File: config.mk
export PLATFORM = sky130hd
export DESIGN_NAME = bit_stream_serializer
export DESIGN_NICKNAME = d
export VERILOG_FILES = /design/src/rtl/bit_stream_serializer.sv
export SDC_FILE = /design/constraint.sdc
export NUM_CORES = 1
export LEC_CHECK = 0
export BUFFER_PORTS_ARGS = -buffer_cell sky130_fd_sc_hd__buf_2
export CORE_ASPECT_RATIO = 1.5
export CORE_UTILIZATION = 34
export CTS_CLUSTER_SIZE = 40
export DETAILED_ROUTE_END_ITERATION = 16
export SLEW_MARGIN = 15
export SYNTH_ARGS = -nofsm -noshare
export SYNTH_HDL_FRONTEND = slang
export SYNTH_SLANG_ARGS = --single-unit
File: constraint.sdc
create_clock -name clk -period 2.5 [get_ports clk]
set_input_delay 0.5 -clock clk [delete_from_list [all_inputs] [get_ports clk]]
set_output_delay 0.5 -clock clk [all_outputs]
set_load 0.02 [all_outputs]
File: src/rtl/bit_stream_serializer.sv
// -----------------------------------------------------------------------------
// bit_stream_serializer
//
// Parallel-to-serial stage feeding the serial sequence detectors. Words arrive
// over a valid/ready handshake into a holding register, move to a shift
// register, and leave MSB first, one bit per cycle where bit_en=1. A word
// waiting in the holding register is reloaded on the same edge that consumes
// the last bit of the current word, so consecutive words stream with no idle
// gap and patterns straddling a word boundary survive.
//
// Optional feature: define SERIALIZER_PARITY_EN to append an even-parity bit
// (XOR of the word) after each word's data bits.
//
// Ports:
//   clk        in   1      clock, rising edge
//   reset      in   1      synchronous, active-high
//   in_data    in   WIDTH  parallel word to serialize
//   in_valid   in   1      in_data valid
//   in_ready   out  1      word can be accepted this cycle
//   bit_en     in   1      shift strobe; current bit consumed when high
//   out_bit    out  1      serial data, MSB first; 0 when out_valid=0
//   out_valid  out  1      out_bit carries a data (or parity) bit
//   busy       out  1      holding register full or shifter active
//   words_sent out  CNT_W  count of fully transmitted words (wraps)
// -----------------------------------------------------------------------------
module bit_stream_serializer #(
    parameter int WIDTH = 8,
    parameter int CNT_W = 16
) (
    input  logic             clk,
    input  logic             reset,
    input  logic [WIDTH-1:0] in_data,
    input  logic             in_valid,
    output logic             in_ready,
    input  logic             bit_en,
    output logic             out_bit,
    output logic             out_valid,
    output logic             busy,
    output logic [CNT_W-1:0] words_sent
);

    localparam int BC_W = $clog2(WIDTH);

    typedef enum logic [1:0] {
        S_IDLE   = 2'd0,
`ifdef SERIALIZER_PARITY_EN
        S_SHIFT  = 2'd1,
        S_PARITY = 2'd2
`else
        S_SHIFT  = 2'd1
`endif
    } state_t;

    state_t           r_state;
    state_t           w_state_nxt;
    logic [WIDTH-1:0] r_hold;
    logic             r_hold_full;
    logic [WIDTH-1:0] r_sh;
    logic [BC_W-1:0]  r_bit_cnt;
    logic [CNT_W-1:0] r_words;
`ifdef SERIALIZER_PARITY_EN
    logic             r_par;
`endif

    logic w_accept;
    logic w_load;
    logic w_shift;
    logic w_done;
    logic w_out_valid;
    logic w_out_bit;

    // in_ready depends only on the flop: a word cannot slip in on the same
    // edge that the holding register drains into the shifter.
    assign w_accept = in_valid && !r_hold_full;

    always_ff @(posedge clk) begin
        if (reset) begin
            r_state <= S_IDLE;
        end else begin
            r_state <= w_state_nxt;
        end
    end

    always_comb begin
        w_state_nxt = r_state;
        w_load      = 1'b0;
        w_shift     = 1'b0;
        w_done      = 1'b0;
        w_out_valid = 1'b0;
        w_out_bit   = 1'b0;
        case (r_state)
            S_IDLE: begin
                // Transfer into the shifter does not wait for bit_en.
                if (r_hold_full) begin
                    w_load      = 1'b1;
                    w_state_nxt = S_SHIFT;
                end
            end
            S_SHIFT: begin
                w_out_valid = 1'b1;
                w_out_bit   = r_sh[WIDTH-1];
                if (bit_en) begin
                    if (r_bit_cnt != '0) begin
                        w_shift = 1'b1;
                    end else begin
`ifdef SERIALIZER_PARITY_EN
                        w_state_nxt = S_PARITY;
`else
                        w_done = 1'b1;
                        if (r_hold_full) begin
                            w_load = 1'b1;
                        end else begin
                            w_state_nxt = S_IDLE;
                        end
`endif
                    end
                end
            end
`ifdef SERIALIZER_PARITY_EN
            S_PARITY: begin
                w_out_valid = 1'b1;
                w_out_bit   = r_par;
                if (bit_en) begin
                    w_done = 1'b1;
                    if (r_hold_full) begin
                        w_load      = 1'b1;
                        w_state_nxt = S_SHIFT;
                    end else begin
                        w_state_nxt = S_IDLE;
                    end
                end
            end
`endif
            default: begin
                w_state_nxt = S_IDLE;
            end
        endcase
    end

    // Control state: cleared by reset.
    always_ff @(posedge clk) begin
        if (reset) begin
            r_hold_full <= 1'b0;
            r_bit_cnt   <= '0;
            r_words     <= '0;
        end else begin
            // A load only happens while the holding register is full, so it
            // never coincides with an accept.
            if (w_load) begin
                r_hold_full <= 1'b0;
            end else if (w_accept) begin
                r_hold_full <= 1'b1;
            end
            if (w_load) begin
                r_bit_cnt <= BC_W'(WIDTH - 1);
            end else if (w_shift) begin
                r_bit_cnt <= r_bit_cnt - 1'b1;
            end
            if (w_done) begin
                r_words <= r_words + 1'b1;
            end
        end
    end

    // Data registers: contents are only observed while the control state
    // marks them valid, so they carry no reset.
    always_ff @(posedge clk) begin
        if (w_accept) begin
            r_hold <= in_data;
        end
        if (w_load) begin
            r_sh <= r_hold;
        end else if (w_shift) begin
            r_sh <= {r_sh[WIDTH-2:0], 1'b0};
        end
`ifdef SERIALIZER_PARITY_EN
        if (w_load) begin
            r_par <= ^r_hold;
        end
`endif
    end

    assign in_ready   = !r_hold_full;
    assign out_valid  = w_out_valid;
    assign out_bit    = w_out_bit;
    assign busy       = r_hold_full || (r_state != S_IDLE);
    assign words_sent = r_words;

endmodule

* Word level (Yosys, flattened, before mapping)
Index checks and enable logic that the tools add are counted.
Storage, ports and cells: word-level logic and storage cells 43, register bits after elaboration 38, output and inout port bits 20, input port bits 12
Cells by class: $add $sub $neg 2, equal/unequal tests 5, mux-type cells 21, reduce and logical (&&, ||, !) cells 9
Operators with widths (count):
- adder 16 x 1 -> 16 bit, second input constant | 1
- 2-to-1 mux 8 bit | 2
- 2-to-1 mux 1 bit | 11
- 2-to-1 mux 2 bit | 4
- inequality test 2 bit, second input constant | 4
- 2-to-1 mux 3 bit | 2
- one-hot mux 2 bit (2 select lines) | 1
- AND reduction 4 bit | 1
- nonzero test 2 bit | 2
- nonzero test 3 bit | 1
- subtractor 3 x 1 -> 3 bit, second input constant | 1
- == test 2 x 1 -> 1 bit, second input constant | 1
- logical NOT 2 bit | 1
- one-hot mux 1 bit (2 select lines) | 1
- OR reduction 2 bit | 1
- logical AND 1 bit | 1
- logical NOT 1 bit | 1
- logical OR 1 bit | 1

* Longest topological paths before layout
depth in word-level cells 6, depth in mapped cells 7, mapped depth without buffers 6

* Worst setup path after synthesis
OpenSTA, ideal clock, no wires.
path type register to register, start point reg r_bit_cnt[0], end point reg r_words[15] (netlist: words_sent[15]), setup time 70 ps, stages on the path, launching flop included 8, path slack 436 ps, arrival time 1993 ps, data required time 2430 ps, period minus slack after synthesis 2064 ps, cells stage by stage dfxtp_1 -> inv_1 -> ha_1 -> nand4b_4 -> or4_1 -> buf_2 -> or4_1 -> a21oi_1
Between the ends: word-level cells in the longest chain between the ends 4
RTL lines:
- start: declaration | line 59 | logic [BC_W-1:0] r_bit_cnt;
- start signal: assignment | line 155 | r_bit_cnt <= BC_W'(WIDTH - 1);
- start signal: assignment | line 157 | r_bit_cnt <= r_bit_cnt - 1'b1;
- nonzero test 3 bit | line 103 | if (r_bit_cnt != '0) begin
- 2-to-1 mux 1 bit | line 103
- 2-to-1 mux 1 bit | line 102 | if (bit_en) begin
- 2-to-1 mux 1 bit | line 91 | case (r_state)
- end signal: assignment | line 160 | r_words <= r_words + 1'b1;
- end: declaration | line 60 | logic [CNT_W-1:0] r_words;
Every way passes these cells. A chain may end at the register's enable or synchronous reset.

* Worst setup path after layout
Same ends and word-level chain as after synthesis.

==> results.py <==
metrics = {
    "outcome": {
        "status": "finished, violations left",
        "violations": "DRC",
    },
    "sta": {
        "finalCriticalPeriod_ns": 2.21,
        "finalClockSkew_ns": 0.00483,
        "finalSetupViolations": 0,
        "finalSetupTns_ns": 0,
        "slew_headroom": 0.546,
        "post-route-period-util": 0.885,
        "tightest_slew_ns": 0.680,
        "final_max_slew_viol_count": 0,
        "hold_viol_final": 0,
        "fin_ws_ns": 0.289,
        "fmax_ghz": 0.452,
        "rsz0062_at_grt": "no",
    },
    "setup_path": {
        "r2r_end": "words_sent[15]$_SDFFE_PP0P_",
        "cp_max_fo": 8,
        "cpMaxStageDelayCell": "or4_1",
        "cp-endpoint": "words_sent[15]$_SDFFE_PP0P_",
        "crit_start": "r_bit_cnt[0]$_SDFFE_PP0P_",
        "path_depth": 6,
        "cp_cell_sequence": "inv_1 -> ha_1 -> nand4b_4 -> or4_1 -> or4_1 -> a21oi_1",
        "end_kind": "flip-flop",
        "rrSetupSlack_ns": 0.29,
        "path_common_cell": "or4_1",
        "path_buf_inv": 1,
        "cpPeakStageDelay_ns": 0.66,
        "critPathLaunchType": "flip-flop",
        "r2r_start": "r_bit_cnt[0]$_SDFFE_PP0P_",
        "crit_type": "reg2reg",
        "critPathRequiredTime_ns": 2.72,
        "reg2regPathDepth": 6,
        "worst_path_dominant_cell_family": "simple AND/OR/NAND/NOR gates",
        "cp.arrival_ns": 2.44,
    },
    "logic_synthesis": {
        "synth_seq_area_share": 0.582,
        "synthCells": 139,
        "synth_area_per_cell_um2": 11.1,
        "synthTopCellsByArea": "edfxtp_1 31%, dfxtp_1 27%, mux2_2 5.1%",
        "synth_edf_count": 16,
        "yosysWarnings": 0,
        "synthArstFlopShare": 0,
        "synthFlopType": "dfxtp_1",
        "yosys.area.top_type": "edfxtp_1",
        "synth_cell_types": 29,
        "syn_nets": 154,
        "synth_area_um2": 1550,
        "synth_top_area_share": 0.310,
        "ys_ff_latch": 37,
    },
    "min_path": {
        "hold_path_class": "in2reg",
    },
    "place": {
        "pre_cts_ws_ns": 0.277,
        "dpl_cell_area_um2": 1740,
        "gp_congestion": 0.748,
        "dp.cells": 211,
        "portBuffers": 31,
        "hpwl_um": 2010,
    },
    "die": {
        "initial_core_util": 0.361,
        "die_h_um": 84.6,
        "dieArea_um2": 4830,
        "core_area_um2": 4280,
        "pin_count": 32,
        "num_rows": 29,
        "fp.dieW_um": 57.1,
    },
    "pwr": {
        "power.density_nw_per_um2": 688,
        "vdd_ir_drop_max_v": 0.000397,
        "leakage_nw": 0.720,
    },
    "global_route": {
        "grt_pass1_vias": 1070,
        "gr-total-overflow": 0,
        "antenna_found_initial": 0,
        "grt_pass1_wl_um": 4550,
        "grtUsageTotal": 0.125,
        "grt_max_degree": 22,
    },
    "cts": {
        "holdBufCountCts": 0,
        "cts_sinks": 37,
        "h-tree-depth": 2,
        "post_cts_buffers": 0,
        "clkTransAtPathRegs_ns": 0.08,
        "numCtsBuffers": 5,
        "cts_resized": 0,
        "cts_tree": "built",
        "cts_root_buf": "clkbuf_8",
        "clock_path_buffers": 2,
        "clk_latency_ns": 0.29,
    },
    "routing": {
        "drcViolationCount": 4,
        "drtIter0Drc": 37,
        "vias": 1110,
        "dr.pass1.iters": 12,
        "wl_per_cell_um": 12.3,
        "wirelength_um": 2700,
        "via_per_inst": 5.07,
        "ant_nets": 0,
    },
    "finish": {
        "utilization": 0.433,
        "layout.cells.non_filler": 219,
        "area_growth_syn_to_layout_pct": 19.9,
        "antenna_cells": 0,
        "final_nets": 187,
        "drive_gt1_frac": 0.306,
        "fin_area_um2": 1860,
    },
    "run": {
        "max-cap-violations": 0,
    },
}
-- state kept, by name, indices dropped and copies added (netlist names) --
name / cells
r_sh: 8
r_hold: 8
r_state: 1
r_bit_cnt: 3
r_hold_full: 1
words_sent: 16
-- synthesized netlist by cell type (all sizes together), types with 2 or more instances --
library cell and instances:
a21oi 12, clkbuf 4, dfxtp 21, edfxtp 16
ha 3, inv 7, mux2 7, nand2 10
nand3 5, nand4 4, nor2 8, nor3 3
o21ai 6, o31ai 3, or2 2, or3 5
or4 5, xnor2 6, xor2 3
-- layout make-up --
cell class                      count  area, µm²
Clock buffer                        5       68.8
Clock inverter                      3       46.3
Fill cell                         422       2430
Inverter                            7       26.3
Multi-Input combinational cell     90        601
Sequential cell                    37        901
Tap cell                           46       57.6
Timing Repair Buffer               31        155
-- how the worst min path moves through the flow --
| stage | from | to | cells past startpoint |
|---|---|---|---|
| floorplan | r_bit_cnt[1]$_SDFFE_PP0P_ | r_bit_cnt[1]$_SDFFE_PP0P_ | 2 |
| global placement | words_sent[15]$_SDFFE_PP0P_ | words_sent[15]$_SDFFE_PP0P_ | 2 |
| detailed placement | r_bit_cnt[1]$_SDFFE_PP0P_ | r_bit_cnt[1]$_SDFFE_PP0P_ | 2 |
| CTS | in_data[3] | r_hold[3]$_DFFE_PP_ | 1 |
| global route | in_data[3] | r_hold[3]$_DFFE_PP_ | 1 |
| finish | in_data[0] | r_hold[0]$_DFFE_PP_ | 1 |
-- metrics by stage --
step | hold WS (ns) | power (mW)
final | 0.383 | 1.28
after global routing | 0.365 | 1.33
after CTS | 0.372 | 1.30
after detailed placement | 0.471 | 0.780
after global placement | 0.462 | 0.775
after floorplan | 0.444 | 0.750
-- cells by family after synthesis --
logic type	count (synthesis)	share of synthesized area
buffers and inverters	12	0.0299
xor gates and xnor gates	9	0.0509
adders and majority gates	3	0.0243
and+or+nand+nor	48	0.179
muxes	7	0.0509
DFF	37	0.582
AOI/OAI and AO/OA	23	0.0833
-- power by group --
| part | total (mW) | leakage (nW) | switching (mW) | internal, mW |
|---|---|---|---|---|
| sequential | 0.674 | 0.322 | 0.0124 | 0.662 |
| combinational | 0.0897 | 0.344 | 0.0502 | 0.0395 |
| clock | 0.514 | 0.0543 | 0.215 | 0.298 |
| total | 1.28 | 0.720 | 0.278 | 0.999 |
-- metal layers --
| layer | routed length (µm) | share of wire | up-vias | GRT usage |
|---|---|---|---|---|
| li1 | - | - | 561 | - |
| met1 | 1070 | 0.39 | 518 | 0.121 |
| met2 | 1460 | 0.54 | 26 | 0.228 |
| met3 | 119 | 0.044 | 5 | 0.0416 |
| met4 | 57 | 0.021 | 0 | 0.0643 |
| met5 | 0 | 0 | - | 0 |
-- cells in the final DEF, fill, tap and decap left out --
master	instances
or2_2	2
or3_2	1
nor2b_1	1
o21ba_2	1
clkinv_4	1
o21ai_0	6
a21oi_1	12
and3_1	1
nand2_1	10
or4_1	5
nor2_1	8
dfxtp_1	21
nand3_1	5
xnor2_1	6
ha_1	3
clkbuf_8	5
edfxtp_1	16
o31ai_1	3
inv_1	7
bufinv_16	1
a31oi_1	1
and4b_2	1
nand2b_1	1
clkinvlp_4	1
or3_1	4
and2_2	1
nand4b_4	1
nor3_1	3
buf_2	31
xor2_1	3
nand4_1	4
mux2_2	7
(Power assumes the default switching activity.)
